<file path="config.mk">
export PLATFORM = sky130hd
export DESIGN_NAME = keypad_1
export DESIGN_NICKNAME = d
export VERILOG_FILES = /design/src/rtl/keypad_pkg.sv /design/src/rtl/keypad_scanner.sv /design/src/rtl/keypad_1.sv
export SDC_FILE = /design/constraint.sdc
export NUM_CORES = 1
export LEC_CHECK = 0
export ABC_AREA = 0
export CAP_MARGIN = 20
export CORE_ASPECT_RATIO = 0.7
export CORE_MARGIN = 5
export CORE_UTILIZATION = 38
export CTS_CLUSTER_DIAMETER = 40
export DETAILED_ROUTE_END_ITERATION = 10
export SLEW_MARGIN = 20
export SYNTH_ARGS = -nofsm -noshare
export SYNTH_HDL_FRONTEND = slang
export SYNTH_SLANG_ARGS = --single-unit
</file>
<file path="constraint.sdc">
create_clock -name clk -period 4 [get_ports clk]
set_input_delay 0.8 -clock clk [delete_from_list [all_inputs] [get_ports clk]]
set_output_delay 0.8 -clock clk [all_outputs]
set_load 0.02 [all_outputs]
</file>
<file path="src/rtl/keypad_pkg.sv">
// rtl/keypad_pkg.sv - shared types, constants and key decode for the keypad security controller
package keypad_pkg;

    localparam logic [15:0] PASSCODE        = 16'h1865;
    localparam int          GRACE_CYCLES    = 256;
    localparam int          DEBOUNCE_CYCLES = 2;
    localparam int          TIMER_W         = $clog2(GRACE_CYCLES + 1);

    typedef enum logic [1:0] {
        DISARMED = 2'd0,
        ARMED    = 2'd1,
        BREACH   = 2'd2,
        ALERT    = 2'd3
    } state_e;

    localparam logic [3:0] COL_0 = 4'b1000;
    localparam logic [3:0] COL_1 = 4'b0100;
    localparam logic [3:0] COL_2 = 4'b0010;
    localparam logic [3:0] COL_3 = 4'b0001;

    localparam logic [3:0] KEY_A    = 4'd10;
    localparam logic [3:0] KEY_B    = 4'd11;
    localparam logic [3:0] KEY_C    = 4'd12;
    localparam logic [3:0] KEY_D    = 4'd13;
    localparam logic [3:0] KEY_STAR = 4'd14;
    localparam logic [3:0] KEY_HASH = 4'd15;

    function automatic logic is_one_hot(input logic [3:0] v);
        return (v != 4'd0) && ((v & (v - 4'd1)) == 4'd0);
    endfunction

    function automatic logic is_digit(input logic [3:0] code);
        return code <= 4'd9;
    endfunction

    // Row/column are one-hot with bit 3 = top row / leftmost column.
    function automatic logic [3:0] decode_key(input logic [3:0] row, input logic [3:0] col);
        logic [1:0] r;
        logic [1:0] c;
        logic [3:0] code;
        case (row)
            4'b0100: r = 2'd1;
            4'b0010: r = 2'd2;
            4'b0001: r = 2'd3;
            default: r = 2'd0;
        endcase
        case (col)
            COL_1:   c = 2'd1;
            COL_2:   c = 2'd2;
            COL_3:   c = 2'd3;
            default: c = 2'd0;
        endcase
        case ({r, c})
            4'h0: code = 4'd1;
            4'h1: code = 4'd2;
            4'h2: code = 4'd3;
            4'h3: code = KEY_A;
            4'h4: code = 4'd4;
            4'h5: code = 4'd5;
            4'h6: code = 4'd6;
            4'h7: code = KEY_B;
            4'h8: code = 4'd7;
            4'h9: code = 4'd8;
            4'hA: code = 4'd9;
            4'hB: code = KEY_C;
            4'hC: code = KEY_STAR;
            4'hD: code = 4'd0;
            4'hE: code = KEY_HASH;
            default: code = KEY_D;
        endcase
        return code;
    endfunction

endpackage

</file>
<file path="src/rtl/keypad_scanner.sv">
// rtl/keypad_scanner.sv - column scan, freeze, decode; debounce when KEYPAD_DEBOUNCE_EN is defined
module keypad_scanner
    import keypad_pkg::*;
(
    input  logic       clk,
    input  logic       rst_n,
    input  logic [3:0] row_i,
    output logic [3:0] col_o,
    output logic       key_valid_o,
    output logic [3:0] key_code_o
);

    logic [3:0] col_q, col_d;
    logic       released_q, released_d;
    logic       key_valid_q, key_valid_d;
    logic [3:0] key_code_q, key_code_d;
    logic       accept;
    logic       row_idle;

    assign row_idle = (row_i == 4'b0000);

`ifdef KEYPAD_DEBOUNCE_EN
    localparam int RUN_W = $clog2(DEBOUNCE_CYCLES + 1);
    localparam logic [RUN_W-1:0] RUN_TARGET = RUN_W'(DEBOUNCE_CYCLES);

    logic [3:0]       last_row_q;
    logic [RUN_W-1:0] run_q, run_d;

    // Run length of identical nonzero samples; col is frozen for the whole run.
    always_comb begin
        run_d = run_q;
        if (row_idle) begin
            run_d = '0;
        end else if (row_i != last_row_q) begin
            run_d = RUN_W'(1);
        end else if (run_q != RUN_TARGET) begin
            run_d = run_q + RUN_W'(1);
        end
    end

    assign accept = released_q && !row_idle && (run_d == RUN_TARGET);

    always_ff @(posedge clk or negedge rst_n) begin
        if (!rst_n) begin
            last_row_q <= 4'b0000;
            run_q      <= '0;
        end else begin
            last_row_q <= row_i;
            run_q      <= run_d;
        end
    end
`else
    assign accept = released_q && !row_idle;
`endif

    always_comb begin
        col_d       = row_idle ? {col_q[0], col_q[3:1]} : col_q;
        released_d  = released_q;
        key_valid_d = 1'b0;
        key_code_d  = key_code_q;
        if (row_idle) begin
            released_d = 1'b1;
        end else if (accept) begin
            // A multi-row press still consumes the detector so nothing fires until release.
            released_d = 1'b0;
            if (is_one_hot(row_i)) begin
                key_valid_d = 1'b1;
                key_code_d  = decode_key(row_i, col_q);
            end
        end
    end

    always_ff @(posedge clk or negedge rst_n) begin
        if (!rst_n) begin
            col_q       <= COL_0;
            released_q  <= 1'b1;
            key_valid_q <= 1'b0;
            key_code_q  <= 4'd0;
        end else begin
            col_q       <= col_d;
            released_q  <= released_d;
            key_valid_q <= key_valid_d;
            key_code_q  <= key_code_d;
        end
    end

    assign col_o       = col_q;
    assign key_valid_o = key_valid_q;
    assign key_code_o  = key_code_q;

endmodule

</file>
<file path="src/rtl/keypad_1.sv">
// rtl/keypad_1.sv - keypad security controller top: code entry, comparator, grace timer, arm/alert FSM
module keypad_1
    import keypad_pkg::*;
(
    input  logic       clk,
    input  logic       rst,
    input  logic [3:0] row,
    input  logic       is_breach,
    output logic [3:0] col,
    output logic       is_enabled,
    output logic       led,
    output logic       alert_authorities
);

    logic               key_valid;
    logic [3:0]         key_code;
    logic [15:0]        buf_q, buf_d;
    logic [2:0]         cnt_q, cnt_d;
    logic [15:0]        shifted;
    logic               code_ok, code_bad;
    state_e             state_q, state_d;
    logic [TIMER_W-1:0] timer_q, timer_d;

    keypad_scanner u_scanner (
        .clk         (clk),
        .rst_n       (rst),
        .row_i       (row),
        .col_o       (col),
        .key_valid_o (key_valid),
        .key_code_o  (key_code)
    );

    // The 4th digit is compared straight from the shifted value and never stored.
    always_comb begin
        buf_d    = buf_q;
        cnt_d    = cnt_q;
        code_ok  = 1'b0;
        code_bad = 1'b0;
        shifted  = {buf_q[11:0], key_code};
        if (key_valid) begin
            if (is_digit(key_code)) begin
                if (cnt_q == 3'd3) begin
                    code_ok  = (shifted == PASSCODE);
                    code_bad = (shifted != PASSCODE);
                    buf_d    = 16'd0;
                    cnt_d    = 3'd0;
                end else begin
                    buf_d = shifted;
                    cnt_d = cnt_q + 3'd1;
                end
            end else if (key_code == KEY_STAR) begin
                buf_d = 16'd0;
                cnt_d = 3'd0;
            end
        end
    end

    always_comb begin
        state_d = state_q;
        timer_d = timer_q;
        case (state_q)
            DISARMED: begin
                if (code_ok) state_d = ARMED;
            end
            ARMED: begin
                if (code_ok) begin
                    state_d = DISARMED;
                end else if (is_breach) begin
                    state_d = BREACH;
                    timer_d = TIMER_W'(GRACE_CYCLES);
                end
            end
            BREACH: begin
                // A correct code beats an expiring timer on the same cycle.
                if (code_ok) begin
                    state_d = DISARMED;
                end else if (code_bad || (timer_q == '0)) begin
                    state_d = ALERT;
                end else begin
                    timer_d = timer_q - TIMER_W'(1);
                end
            end
            ALERT: begin
                if (code_ok) state_d = DISARMED;
            end
            default: state_d = DISARMED;
        endcase
    end

    always_ff @(posedge clk or negedge rst) begin
        if (!rst) begin
            buf_q   <= 16'd0;
            cnt_q   <= 3'd0;
            state_q <= DISARMED;
            timer_q <= '0;
        end else begin
            buf_q   <= buf_d;
            cnt_q   <= cnt_d;
            state_q <= state_d;
            timer_q <= timer_d;
        end
    end

    assign is_enabled        = (state_q != DISARMED);
    assign led               = (state_q == BREACH) || (state_q == ALERT);
    assign alert_authorities = (state_q == ALERT);

endmodule

</file>
==> results by group, run 1 <==
Place
  • GP Congestion: 0.793
  • Port buffer count: 13
  • DP HPWL: 2790 um
  • Placement Setup Slack: 1.32 ns

Synthesis
  • Post-synth net total: 224
  • Synth cell count leaders: 34 x dfrtp_1, 30 x nand2_1, 18 x o21ai_0
  • Largest cells by area after synthesis: dfrtp_1 43%, nand2_1 5.6%, mux2_2 5.1%, ha_1 5.0%, o21ai_0 4.5%
  • Number of synthesized flops with an enable pin: 0
  • Count leader, synth: dfrtp_1
  • Post-synth cell types: 46
  • Post-Synthesis Cell Area: 0.00200 mm^2
  • Top FF cell, synth: dfrtp_1
  • Post-synthesis sequential area ratio: 0.451
  • Asr flop ratio synth: 1.00
  • Yosys reg bits: 36
  • Post-synth top area share: 0.425
  • Top cell type by total area after synthesis: dfrtp_1
  • YS warnings: 0
  • Post-Synthesis Cells: 209
  • Syn_area_per_cell: 9.58 um^2

Timing
  • Max-slew violation count: 0
  • Tcrit/Tclk final: 0.620
  • Setup ws final: 1.52 ns
  • Worst-margin pin slew: 0.829 ns
  • Setup tns final: 0 ns
  • Min Clock Period, post-route: 2.48 ns
  • Relative slew slack: 0.442
  • # setup viols final: 0
  • Fmax: 403 MHz
  • Final hold vios: 0
  • RSZ-0062 raised after global routing: false
  • Layout Skew: 0.0103 ns

Floorplanning
  • Initial core utilization: 0.387
  • Die width: 96.8 um
  • Top Ports: 14
  • Core area: 0.00517 mm^2
  • Die Ht: 70.7 um
  • Num rows: 22
  • Full die area: 0.00684 mm^2

GRT
  • First-pass GRT wire length: 6880 um
  • Largest net degree at the start of global routing: 37
  • Total grt overflow: 0
  • GRT Overall Usage: 0.123
  • Number of global-route vias before repair: 1,485
  • Initial antenna violation count: 0

Power and ir drop
  • Seq pwr share: 0.512
  • P_int: 623 uW
  • Clock power share: 0.297
  • Pwr dens: 390 mW/mm^2
  • Net Sw Frac: 0.302
  • Combinational power share: 0.191
  • P_leak: 0.000969 uW
  • Max VDD drop: 0.158 mV
  • Psw: 270 uW

Setup path
  • Reg2reg setup slack: 1.77 ns
  • CP max-delay cell: clkdlybuf4s50_1
  • Critical-path cell list: or2_2 -> clkdlybuf4s50_1
  • WP data required: 3.20 ns
  • Worst Setup End Kind: primary output
  • Crit Path Class: register to primary output
  • WP data arrival: 1.68 ns
  • Worst path max stage delay: 0.54 ns
  • CP top delay family: buffers and inverters
  • Critical Path Fanout Max: 14
  • WP buf/inv: 1
  • Startpoint Class: register

Hold path
  • Worst hold path type: register to register

Drt
  • Vias post-DR: 1,539
  • Met2 wire length: 1570 um
  • Met3 WL post-DR: 205 um
  • Vias/cell: 5.20
  • Top Layer Used: met4
  • Initial drt markers: 119
  • Avg WL per Cell: 13.2 um
  • Iteration count of the initial detailed-routing pass: 4
  • DRC: 0
  • WL met1: 2060 um
  • Final wirelength: 3910 um
  • Detail Route Antenna Nets: 0

Finish
  • Final nets: 238
  • Diodes inserted: 0
  • Area Growth Syn to Fin: 14.4%
  • Layout cells sized above 1: 0.125

Job
  • Maxcap violations: 0

CTS
  • Largest buffer count on any clock path: 2
  • CTS tree: yes
  • Post-CTS sizing: 0
  • Clock transition at path regs: 0.07 ns
  • TritonCTS Buffers: 5
  • Skew-Pair Late Insertion Delay: 0.29 ns
  • Count of hold-fix buffers inserted at cts: 0
  • Root Driver: clkbuf_8
  • Setup bufs post-CTS: 0
  • Clock Sinks: 36
  • Max H-tree Level: 2

Run status
  • Status: finished, final reports clean
power by group through the flow:
stage	Clock, uW	Combinational (uW)	Sequential [uW]
after floorplan	0	131	447
after global placement	0	169	461
after detailed placement	0	171	462
after CTS	276	171	456
after global routing	292	199	463
final	265	170	457
metrics by stage:
| step | util | instance area, um^2 | instances | hold slack (ns) | total power, uW |
|---|---|---|---|---|---|
| detailed placement | 0.425 | 2200 | 288 | 0.471 | 632 |
| CTS | 0.442 | 2290 | 296 | 0.489 | 903 |
| finish | 0.442 | 2290 | 296 | 0.482 | 893 |
| global route | 0.442 | 2290 | 296 | 0.525 | 954 |
| floorplan | - | 2000 | 209 | 0.450 | 579 |
| global placement | 0.425 | 2200 | 288 | 0.462 | 630 |
worst reg2reg max path: stages, from the launching register on:
cell     delay [ns]
dfrtp_1        0.39
ha_1           0.22
nor2b_1        0.17
nand3_1        0.22
nand3_1        0.31
a21oi_2        0.42
mux2_2         0.38
path summary, 6_finish.rpt:
check,cells past startpoint,to,from
setup reg to reg,6,timer_q[1],cnt_q[0]
min in group asynchronous,1,buf_q[9],rst
setup / recovery,2,is_enabled,state_q[1]
max in group asynchronous,1,u_scanner.col_o[0],rst
hold / removal,2,buf_q[11],buf_q[11]
hold reg to reg,2,buf_q[11],buf_q[11]
metal layers:
metal,up-vias,GRT usage
met3,8,0.0384
li1,774,-
met4,0,0.0467
met2,37,0.170
met5,-,0
met1,720,0.180
state kept, by name (all words and copies together) (netlist names):
name	count
cnt_q	3
u_scanner.key_valid_o	1
buf_q	12
state_q	2
u_scanner.released_q	1
u_scanner.key_code_o	4
u_scanner.col_o	4
timer_q	9
layout make-up:
cell class / instances / area, um^2
well taps: 72 / 90.1
repair buffers: 14 / 133
inverters: 10 / 37.5
multi-input cells: 156 / 1030
fillers: 529 / 2890
clock buffers: 6 / 82.6
clock inverters: 2 / 10.0
flip-flops and latches: 36 / 903
layout by cell type, fill, tap and decap left out, types with 3 or more instances in the layout:
cell              n
clkdlybuf4s50_1  12
o31ai_1           3
mux2i_1           5
dfrtp_1          34
nand2_1          30
nand3_1           6
mux2_2            9
inv_1             9
o21ai_0          18
clkbuf_8          6
nor2b_1           4
xnor2_1           4
ha_1              8
a21oi_1           6
nand2b_1          6
a31oi_1           4
nor2_1           10
nor3_1            7
cell families after synthesis:
logic type,after synthesis,share of synthesized area
AOI/OAI and AO/OA,49,0.155
buffers and inverters,17,0.0325
and+or+nand+nor,79,0.201
xor gates and xnor gates,5,0.0219
muxes,15,0.0888
adders and majority gates,8,0.0500
DFF,36,0.451
No activity file was read; power rests on OpenSTA's default activity.
==> run 2: changes to the inputs <==
- clock period: 4 -> 2.3 ns (I/O delays scaled with it)
==> results by group, run 2 (synthesis gave the netlist of run 1 again) <==
Floorplanning
  • Die width: 96.8 um (unchanged)
  • Top Ports: 14 (unchanged)
  • Die Ht: 70.7 um (unchanged)
  • Full die area: 0.00684 mm^2 (unchanged)
  • Num rows: 22 (unchanged)
  • Initial core utilization: 0.387 (unchanged)
  • Core area: 0.00517 mm^2 (unchanged)

Timing
  • RSZ-0062 raised after global routing: false (unchanged)
  • # setup viols final: 0 (unchanged)
  • Min Clock Period, post-route: 2.16 ns
  • Layout Skew: 0.00776 ns (was 0.0103 ns)
  • Tcrit/Tclk final: 0.937
  • Worst Hold Margin: 0.254 ns (was 0.482 ns)
  • Fmax: 464 MHz
  • Relative slew slack: 0.470 (was 0.442)
  • Worst-margin pin slew: 0.795 ns (was 0.829 ns)
  • Setup tns final: 0 ns (unchanged)
  • Final hold vios: 0 (unchanged)
  • Max-slew violation count: 0 (unchanged)

GRT
  • First-pass GRT wire length: 6800 um (was 6880 um)
  • Total grt overflow: 0 (unchanged)
  • Largest net degree at the start of global routing: 37 (unchanged)
  • Number of global-route vias before repair: 1,440 (was 1,485)
  • GRT Overall Usage: 0.119 (was 0.123)
  • Initial antenna violation count: 0 (unchanged)

Run status
  • Status: finished, final reports clean (unchanged)

Place
  • GP Congestion: 0.779 (was 0.793)
  • DP HPWL: 2740 um (was 2790 um)
  • Port buffer count: 13 (unchanged)
  • Dpl cells: 296 (was 288)

Setup path
  • Reg2reg setup slack: 0.14 ns (was 1.77 ns)
  • Crit Path Class: register to register (was register to primary output)
  • WP buf/inv: 1 (unchanged)
  • CP top delay family: multiplexers (was buffers and inverters)
  • R2R Path End: u_scanner.key_code_o[1] (was timer_q[1])
  • Worst Setup End Kind: register (was primary output)
  • Critical-path cell list: xnor2_1 -> nor3_1 -> inv_1 -> ha_1 -> mux4_1 -> mux2_2 (was or2_2 -> clkdlybuf4s50_1)
  • Startpoint Class: register (unchanged)
  • R2R cell count: 6 (unchanged)
  • WP data arrival: 2.32 ns (was 1.68 ns)
  • Worst path max stage delay: 0.48 ns (was 0.54 ns)
  • R2R Path Start: u_scanner.col_o[0] (was cnt_q[0])
  • WP data required: 2.47 ns (was 3.20 ns)
  • CP max-delay cell: mux4_1 (was clkdlybuf4s50_1)
  • Critical Path Fanout Max: 5 (was 14)

CTS
  • Largest buffer count on any clock path: 2 (unchanged)
  • Clock transition at path regs: 0.08 ns (was 0.07 ns)
  • CTS tree: yes (unchanged)
  • Count of hold-fix buffers inserted at cts: 0 (unchanged)
  • TritonCTS Buffers: 5 (unchanged)
  • Setup bufs post-CTS: 0 (unchanged)
  • Clock Sinks: 36 (unchanged)
  • Skew-Pair Late Insertion Delay: 0.28 ns (was 0.29 ns)
  • Root Driver: clkbuf_8 (unchanged)
  • Post-CTS sizing: 0 (unchanged)
  • Max H-tree Level: 2 (unchanged)

Drt
  • Vias/cell: 5.07 (was 5.20)
  • Vias post-DR: 1,542 (was 1,539)
  • Iteration count of the initial detailed-routing pass: 4 (unchanged)
  • Initial drt markers: 77 (was 119)
  • Final wirelength: 3860 um (was 3910 um)
  • Detail Route Antenna Nets: 0 (unchanged)
  • Avg WL per Cell: 12.7 um (was 13.2 um)
  • DRC: 0 (unchanged)

Hold path
  • Worst hold path type: primary input to asynchronous set/reset pin (was register to register)

Power and ir drop
  • Pwr dens: 714 mW/mm^2 (was 390 mW/mm^2)
  • P_leak: 0.00102 uW (was 0.000969 uW)
  • Pwr Total: 1700 uW (was 893 uW)
  • Max VDD drop: 0.271 mV (was 0.158 mV)

Finish
  • Commonest non-fill, non-tap cell in the layout: dfrtp_1 (unchanged)
  • Biggest regs: buf_q (12), timer_q (9) (unchanged)
  • Final nets: 246 (was 238)
  • Max FFs per register: 12 (unchanged)
  • Most frequent cells in the layout: 34 x dfrtp_1, 30 x nand2_1, 18 x o21ai_0, 12 x clkdlybuf4s50_1, 10 x nor2_1 (unchanged)
  • Largest Register: buf_q (unchanged)
  • Layout cells sized above 1: 0.155 (was 0.125)
  • Diodes inserted: 0 (unchanged)
  • Final cell count without fillers: 304 (was 296)
  • Area Growth Syn to Fin: 19.1% (was 14.4%)

Job
  • Maxcap violations: 0 (unchanged)
run 2: routing by layer:
layer / wire, um / vias to the layer above / track usage
met4: 12 / 0 / 0.0234
met5: 0 / - / 0
li1: - / 782 / -
met1: 2110 / 723 / 0.182
met2: 1550 / 35 / 0.162
met3: 192 / 2 / 0.0384
run 2: metrics by stage:
| stage | instance area, um^2 | worst slack [ns] | utilization |
|---|---|---|---|
| 2_1_floorplan | 2000 | 0.175 | - |
| 3_3_place_gp | 2260 | 0.123 | 0.436 |
| 3_5_place_dp | 2260 | 0.0854 | 0.436 |
| 4_1_cts | 2380 | 0.121 | 0.461 |
| 5_1_grt | 2380 | 0.0165 | 0.461 |
| 6_report | 2380 | 0.144 | 0.461 |
run 2: power by group:
group | switching, uW | internal (uW)
Combinational | 168 | 137
Sequential | 76.0 | 713
Clock | 226 | 383
Total | 469 | 1230
run 2: final cells by class:
class                      count  area [um^2]
inverter                      10         37.5
fill                         517         2790
multi-input combinational    156         1030
clock buffer                   7         96.3
sequential                    36          903
timing repair buffer          22          193
tap                           72         90.1
clock inverter                 1         30.0
run 2: worst max-delay path by stage:
stage                                  start                       to  slack, ns  cells past startpoint
after CTS                 u_scanner.col_o[0]  u_scanner.key_code_o[1]       0.12                      6
after floorplan           u_scanner.col_o[1]  u_scanner.key_code_o[1]       0.17                      6
after global routing      u_scanner.col_o[1]  u_scanner.key_code_o[1]       0.02                      6
after global placement                row[2]  u_scanner.key_code_o[1]       0.12                      5
after detailed placement              row[0]  u_scanner.key_code_o[1]       0.09                      5
final                     u_scanner.col_o[0]  u_scanner.key_code_o[1]       0.14                      6
==> run 3: changes to the inputs <==
- clock period: 2.3 -> 2.45 ns (I/O delays scaled with it)
==> results by group, run 3 (synthesis gave the netlist of run 1 again) <==
Drt
  • Iteration count of the initial detailed-routing pass: 5 (was 4)
  • Detail Route Antenna Nets: 0 (unchanged)
  • Final wirelength: 3890 um (was 3860 um)
  • Vias post-DR: 1,525 (was 1,542)
  • Avg WL per Cell: 12.8 um (was 12.7 um)
  • Initial drt markers: 78 (was 77)
  • Vias/cell: 5.03 (was 5.07)
  • DRC: 0 (unchanged)

CTS
  • Setup bufs post-CTS: 0 (unchanged)
  • Clock Sinks: 36 (unchanged)
  • Skew-Pair Late Insertion Delay: 0.29 ns (was 0.28 ns)
  • Root Driver: clkbuf_8 (unchanged)
  • Max H-tree Level: 2 (unchanged)
  • Largest buffer count on any clock path: 2 (unchanged)
  • TritonCTS Buffers: 5 (unchanged)
  • CTS tree: yes (unchanged)
  • Clock transition at path regs: 0.08 ns (about the same)
  • Post-CTS sizing: 0 (unchanged)
  • Count of hold-fix buffers inserted at cts: 0 (unchanged)

Setup path
  • R2R Path Start: u_scanner.col_o[1] (was u_scanner.col_o[0])
  • WP data required: 2.62 ns (was 2.47 ns)
  • R2R Path End: u_scanner.key_code_o[1] (unchanged)
  • WP data arrival: 2.38 ns (was 2.32 ns)
  • Worst setup path end: u_scanner.key_code_o[1] (unchanged)
  • CP startpoint: u_scanner.col_o[1] (was u_scanner.col_o[0])
  • Critical-path cell list: xnor2_1 -> nor3_1 -> inv_1 -> ha_1 -> mux4_1 -> mux2_2 (unchanged)
  • Crit Path Class: register to register (unchanged)
  • Startpoint Class: register (unchanged)
  • Worst Setup End Kind: register (unchanged)
  • Worst path max stage delay: 0.47 ns (was 0.48 ns)
  • R2R cell count: 6 (unchanged)
  • Reg2reg setup slack: 0.25 ns (was 0.14 ns)
  • Critical Path Fanout Max: 5 (unchanged)
  • CP max-delay cell: mux4_1 (unchanged)

Finish
  • Largest Register: buf_q (unchanged)
  • Area Growth Syn to Fin: 20.3% (was 19.1%)
  • Final core utilization: 0.465 (was 0.461)
  • Final nets: 245 (was 246)
  • Diodes inserted: 0 (unchanged)
  • Max FFs per register: 12 (unchanged)
  • Layout cells sized above 1: 0.152 (was 0.155)
  • Most frequent cells in the layout: 34 x dfrtp_1, 30 x nand2_1, 18 x o21ai_0, 12 x clkdlybuf4s50_1, 10 x nor2_1 (unchanged)
  • Final cell count without fillers: 303 (was 304)
  • Biggest regs: buf_q (12), timer_q (9) (unchanged)
  • Commonest non-fill, non-tap cell in the layout: dfrtp_1 (unchanged)

Timing
  • Max-slew violation count: 0 (unchanged)
  • # setup viols final: 0 (unchanged)
  • Relative slew slack: 0.473 (was 0.470)
  • Final hold vios: 0 (unchanged)
  • Setup ws final: 0.247 ns (was 0.144 ns)
  • RSZ-0062 raised after global routing: false (unchanged)
  • Setup tns final: 0 ns (unchanged)
  • Worst-margin pin slew: 0.791 ns (was 0.795 ns)
  • Min Clock Period, post-route: 2.20 ns (was 2.16 ns)
  • Tcrit/Tclk final: 0.899 (was 0.937)
  • Fmax: 454 MHz (was 464 MHz)
  • Layout Skew: 0.00920 ns (was 0.00776 ns)

Floorplanning
  • Die width: 96.8 um (unchanged)
  • Num rows: 22 (unchanged)
  • Top Ports: 14 (unchanged)
  • Core area: 0.00517 mm^2 (unchanged)
  • Die Ht: 70.7 um (unchanged)
  • Initial core utilization: 0.387 (unchanged)
  • Full die area: 0.00684 mm^2 (unchanged)

Place
  • DP HPWL: 2700 um (was 2740 um)
  • Dpl cells: 295 (was 296)
  • GP Congestion: 0.816 (was 0.779)
  • Port buffer count: 13 (unchanged)
  • Placement Setup Slack: 0.209 ns (was 0.0854 ns)

GRT
  • Initial antenna violation count: 0 (unchanged)
  • Largest net degree at the start of global routing: 37 (unchanged)
  • First-pass GRT wire length: 6740 um (was 6800 um)
  • Number of global-route vias before repair: 1,431 (was 1,440)
  • GRT Overall Usage: 0.119 (about the same)
  • Total grt overflow: 0 (unchanged)

Power and ir drop
  • P_leak: 0.00103 uW (was 0.00102 uW)
  • Pwr dens: 732 mW/mm^2 (was 714 mW/mm^2)
  • Max VDD drop: 0.257 mV (was 0.271 mV)

Hold path
  • Worst hold path type: primary input to asynchronous set/reset pin (unchanged)

Run status
  • Status: finished, final reports clean (unchanged)

Job
  • Maxcap violations: 0 (unchanged)
==> run 3: area by class of cell <==
cell class	instances	area [um^2]
Inverter	10	37.5
Timing Repair Buffer	21	185
Clock inverter	3	90.1
Sequential cell	36	903
Clock buffer	5	68.8
Tap cell	72	90.1
Multi-Input combinational cell	156	1030
Fill cell	526	2770
==> run 3: layer usage <==
layer / wire, um / track usage
met5: 0 / 0
met4: 40 / 0.0436
met3: 215 / 0.0404
met2: 1450 / 0.154
met1: 2180 / 0.180
==> run 3: metrics by stage <==
step	cell area [um^2]	power (uW)	hold slack (ns)
after global placement	2250	1030	0.465
after CTS	2410	1770	0.310
final	2410	1760	0.275
after floorplan	2000	945	0.194
after global routing	2410	1860	0.352
after detailed placement	2250	1040	0.474
==> run 3: where the power goes <==
group          internal (uW)  switching [uW]  total [uW]
Combinational            130             156         286
Sequential               669            74.5         743
Clock                    509             225         734
Total                   1310             455        1760
==> run 3: critical path: cells and delay by family, from the launching register on <==
family                   cells  cell delay (ns)
XOR/XNOR                     1             0.16
adder cells (fa/ha/maj)      1             0.21
buffers and inverters        1             0.16
flip-flops                   1             0.46
multiplexers                 2             0.73
AND/OR/NAND/NOR              1             0.38
==> run 3: how the worst min path moves through the flow <==
stage	slack [ns]	to	from
after floorplan	0.19	buf_q[0]	rst
after global placement	0.47	buf_q[8]	buf_q[8]
after detailed placement	0.47	buf_q[11]	buf_q[11]
after CTS	0.31	buf_q[7]	rst
after global routing	0.35	buf_q[9]	rst
final	0.28	buf_q[9]	rst
==> patch (flow settings as in run 2) <==
Add an input register stage for `row` and `is_breach`, cleared by the reset; this delays them by one clock.
--- a/src/rtl/keypad_1.sv
+++ b/src/rtl/keypad_1.sv
@@ -12,6 +12,19 @@
     output logic       alert_authorities
 );
 
+    logic [3:0] row_q;
+    logic is_breach_q;
+
+    always_ff @(posedge clk or negedge rst) begin
+        if (!rst) begin
+            row_q       <= '0;
+            is_breach_q <= '0;
+        end else begin
+            row_q       <= row;
+            is_breach_q <= is_breach;
+        end
+    end
+
     logic               key_valid;
     logic [3:0]         key_code;
     logic [15:0]        buf_q, buf_d;
@@ -24,7 +37,7 @@
     keypad_scanner u_scanner (
         .clk         (clk),
         .rst_n       (rst),
-        .row_i       (row),
+        .row_i       (row_q),
         .col_o       (col),
         .key_valid_o (key_valid),
         .key_code_o  (key_code)
@@ -65,7 +78,7 @@
             ARMED: begin
                 if (code_ok) begin
                     state_d = DISARMED;
-                end else if (is_breach) begin
+                end else if (is_breach_q) begin
                     state_d = BREACH;
                     timer_d = TIMER_W'(GRACE_CYCLES);
                 end
Behaviour: not the same (a bounded check fails within 4 cycles, from zero or initial values and one cycle with rst low).
==> patch against run 2 <==
Final cell count fell by 11%. Sequential share of layout area grew 6.8 points. Worst hold slack worse by 130 ps. Cell area fell by 3.6%. Area after synthesis shrank 0.25%. Critical path depth is 3 lower. Setup slack better by 180 ps. Sequential cell count increased by 5. Die area down 0.21%. Routed wire length fell by 5.3%. Global-route usage is 0.46 points lower.
Power is not compared: it rests on default switching activity, and its combinational part moved more than twofold at a synthesized area within 25%.
==> patch: results (changes against run 2) <==
* Outcome: finished clean
* Distinct cells, synth at 41 (-11%)
* Crit-path slowest cell: clkdlybuf4s50_1
* Xor-xnor portion of the synthesized cell area at 2.19% (+0.0055 points)
* Crit share post-route at 85.9% (-7.9 points)
* Fillers at 516 (-0.19%)
* Fin util at 44.4% (-1.6 points)
* Drt initial violations at 63 (-18%)
* Synthesized Nets at 195 (-13%)
* Slowest cell delay on critical path at 610 ps (+130 ps)
* Register area share after synthesis at 51.5% (+6.4 points)
* Detailed Place HPWL at 2600 µm (-5.3%)
* Worst r2r src: cnt_q[0]
* DR WL/cell at 13.5 µm (+6.2%)
* First-pass GRT wire length at 6510 µm (-4.3%)
* Fin Clk Skew at 7.59 ps (-0.171 ps)
* Met3 Usage GRT at 4.04% (+0.20 points)
* Total GRT Usage at 11.4% (-0.46 points)
* Met2 GRT Util at 15.5% (-0.69 points)
* Largest net degree at the start of global routing at 24 (-35%)
* DR vias/cell at 5.16 (+1.8%)
* Synth top cells by count: dfrtp_1 (39), a22o_1 (13), o21ai_0 (13)
* Met1 Use GR at 17.0% (-1.2 points)
* Vias in the first global route at 1372 (-4.7%)
* Adder-cell share of the synthesized area at 5.01% (+0.013 points)
* Sum Neg Setup Slack at 0 ps (unchanged)
* Reg-to-reg endpoint: timer_q[8]
* Setup WS pre-CTS at 416 ps (+331 ps)
* Crit-path leading delay family: buffers and inverters
* Critical Path Source: state_q[1]
* Crit path to: is_enabled
* Worst slew margin at 35.3% (-12 points)
* Mux contribution to synthesized area at 7.08% (-1.8 points)
* CP Max Fanout at 7 (+2)
* Resized cells post-CTS at 0 (unchanged)
* Nets at 213 (-13%)
* Synth top area cells: dfrtp_1 (49%), a22o_1 (5.7%), ha_1 (5.0%), mux2i_1 (3.5%), o21ai_0 (3.3%)
* CP arrival at 1510 ps (-810 ps)
* Layout cells sized above 1 at 10.1% (-5.5 points)
-- patch: layout make-up --
cell class	instances	share of cell area (%)
Timing Repair Buffer	16	6.42
Tap cell	72	3.92
Inverter	7	1.14
Multi-Input combinational cell	127	39.8
Clock buffer	8	3.92
Sequential cell	41	44.7
-- patch: through the flow --
step | hold slack (ps) | instances
floorplan | 164 | 180
global placement | 450 | 263
detailed placement | 457 | 263
CTS | 144 | 271
global route | 170 | 271
finish | 127 | 271
-- patch: per-layer routing --
metal,up-vias,wire [µm]
met1,667,1990
li1,694,-
met3,4,186
met2,34,1450
met4,0,34
met5,-,0
-- patch: cell families after synthesis --
| family | count (synthesis) |
|---|---|
| buffers and inverters | 12 |
| AO/OA/AOI/OAI | 47 |
| flip-flops | 41 |
| AND/OR/NAND/NOR | 54 |
| adder cells (fa/ha/maj) | 8 |
| multiplexers | 13 |
| XOR/XNOR | 5 |
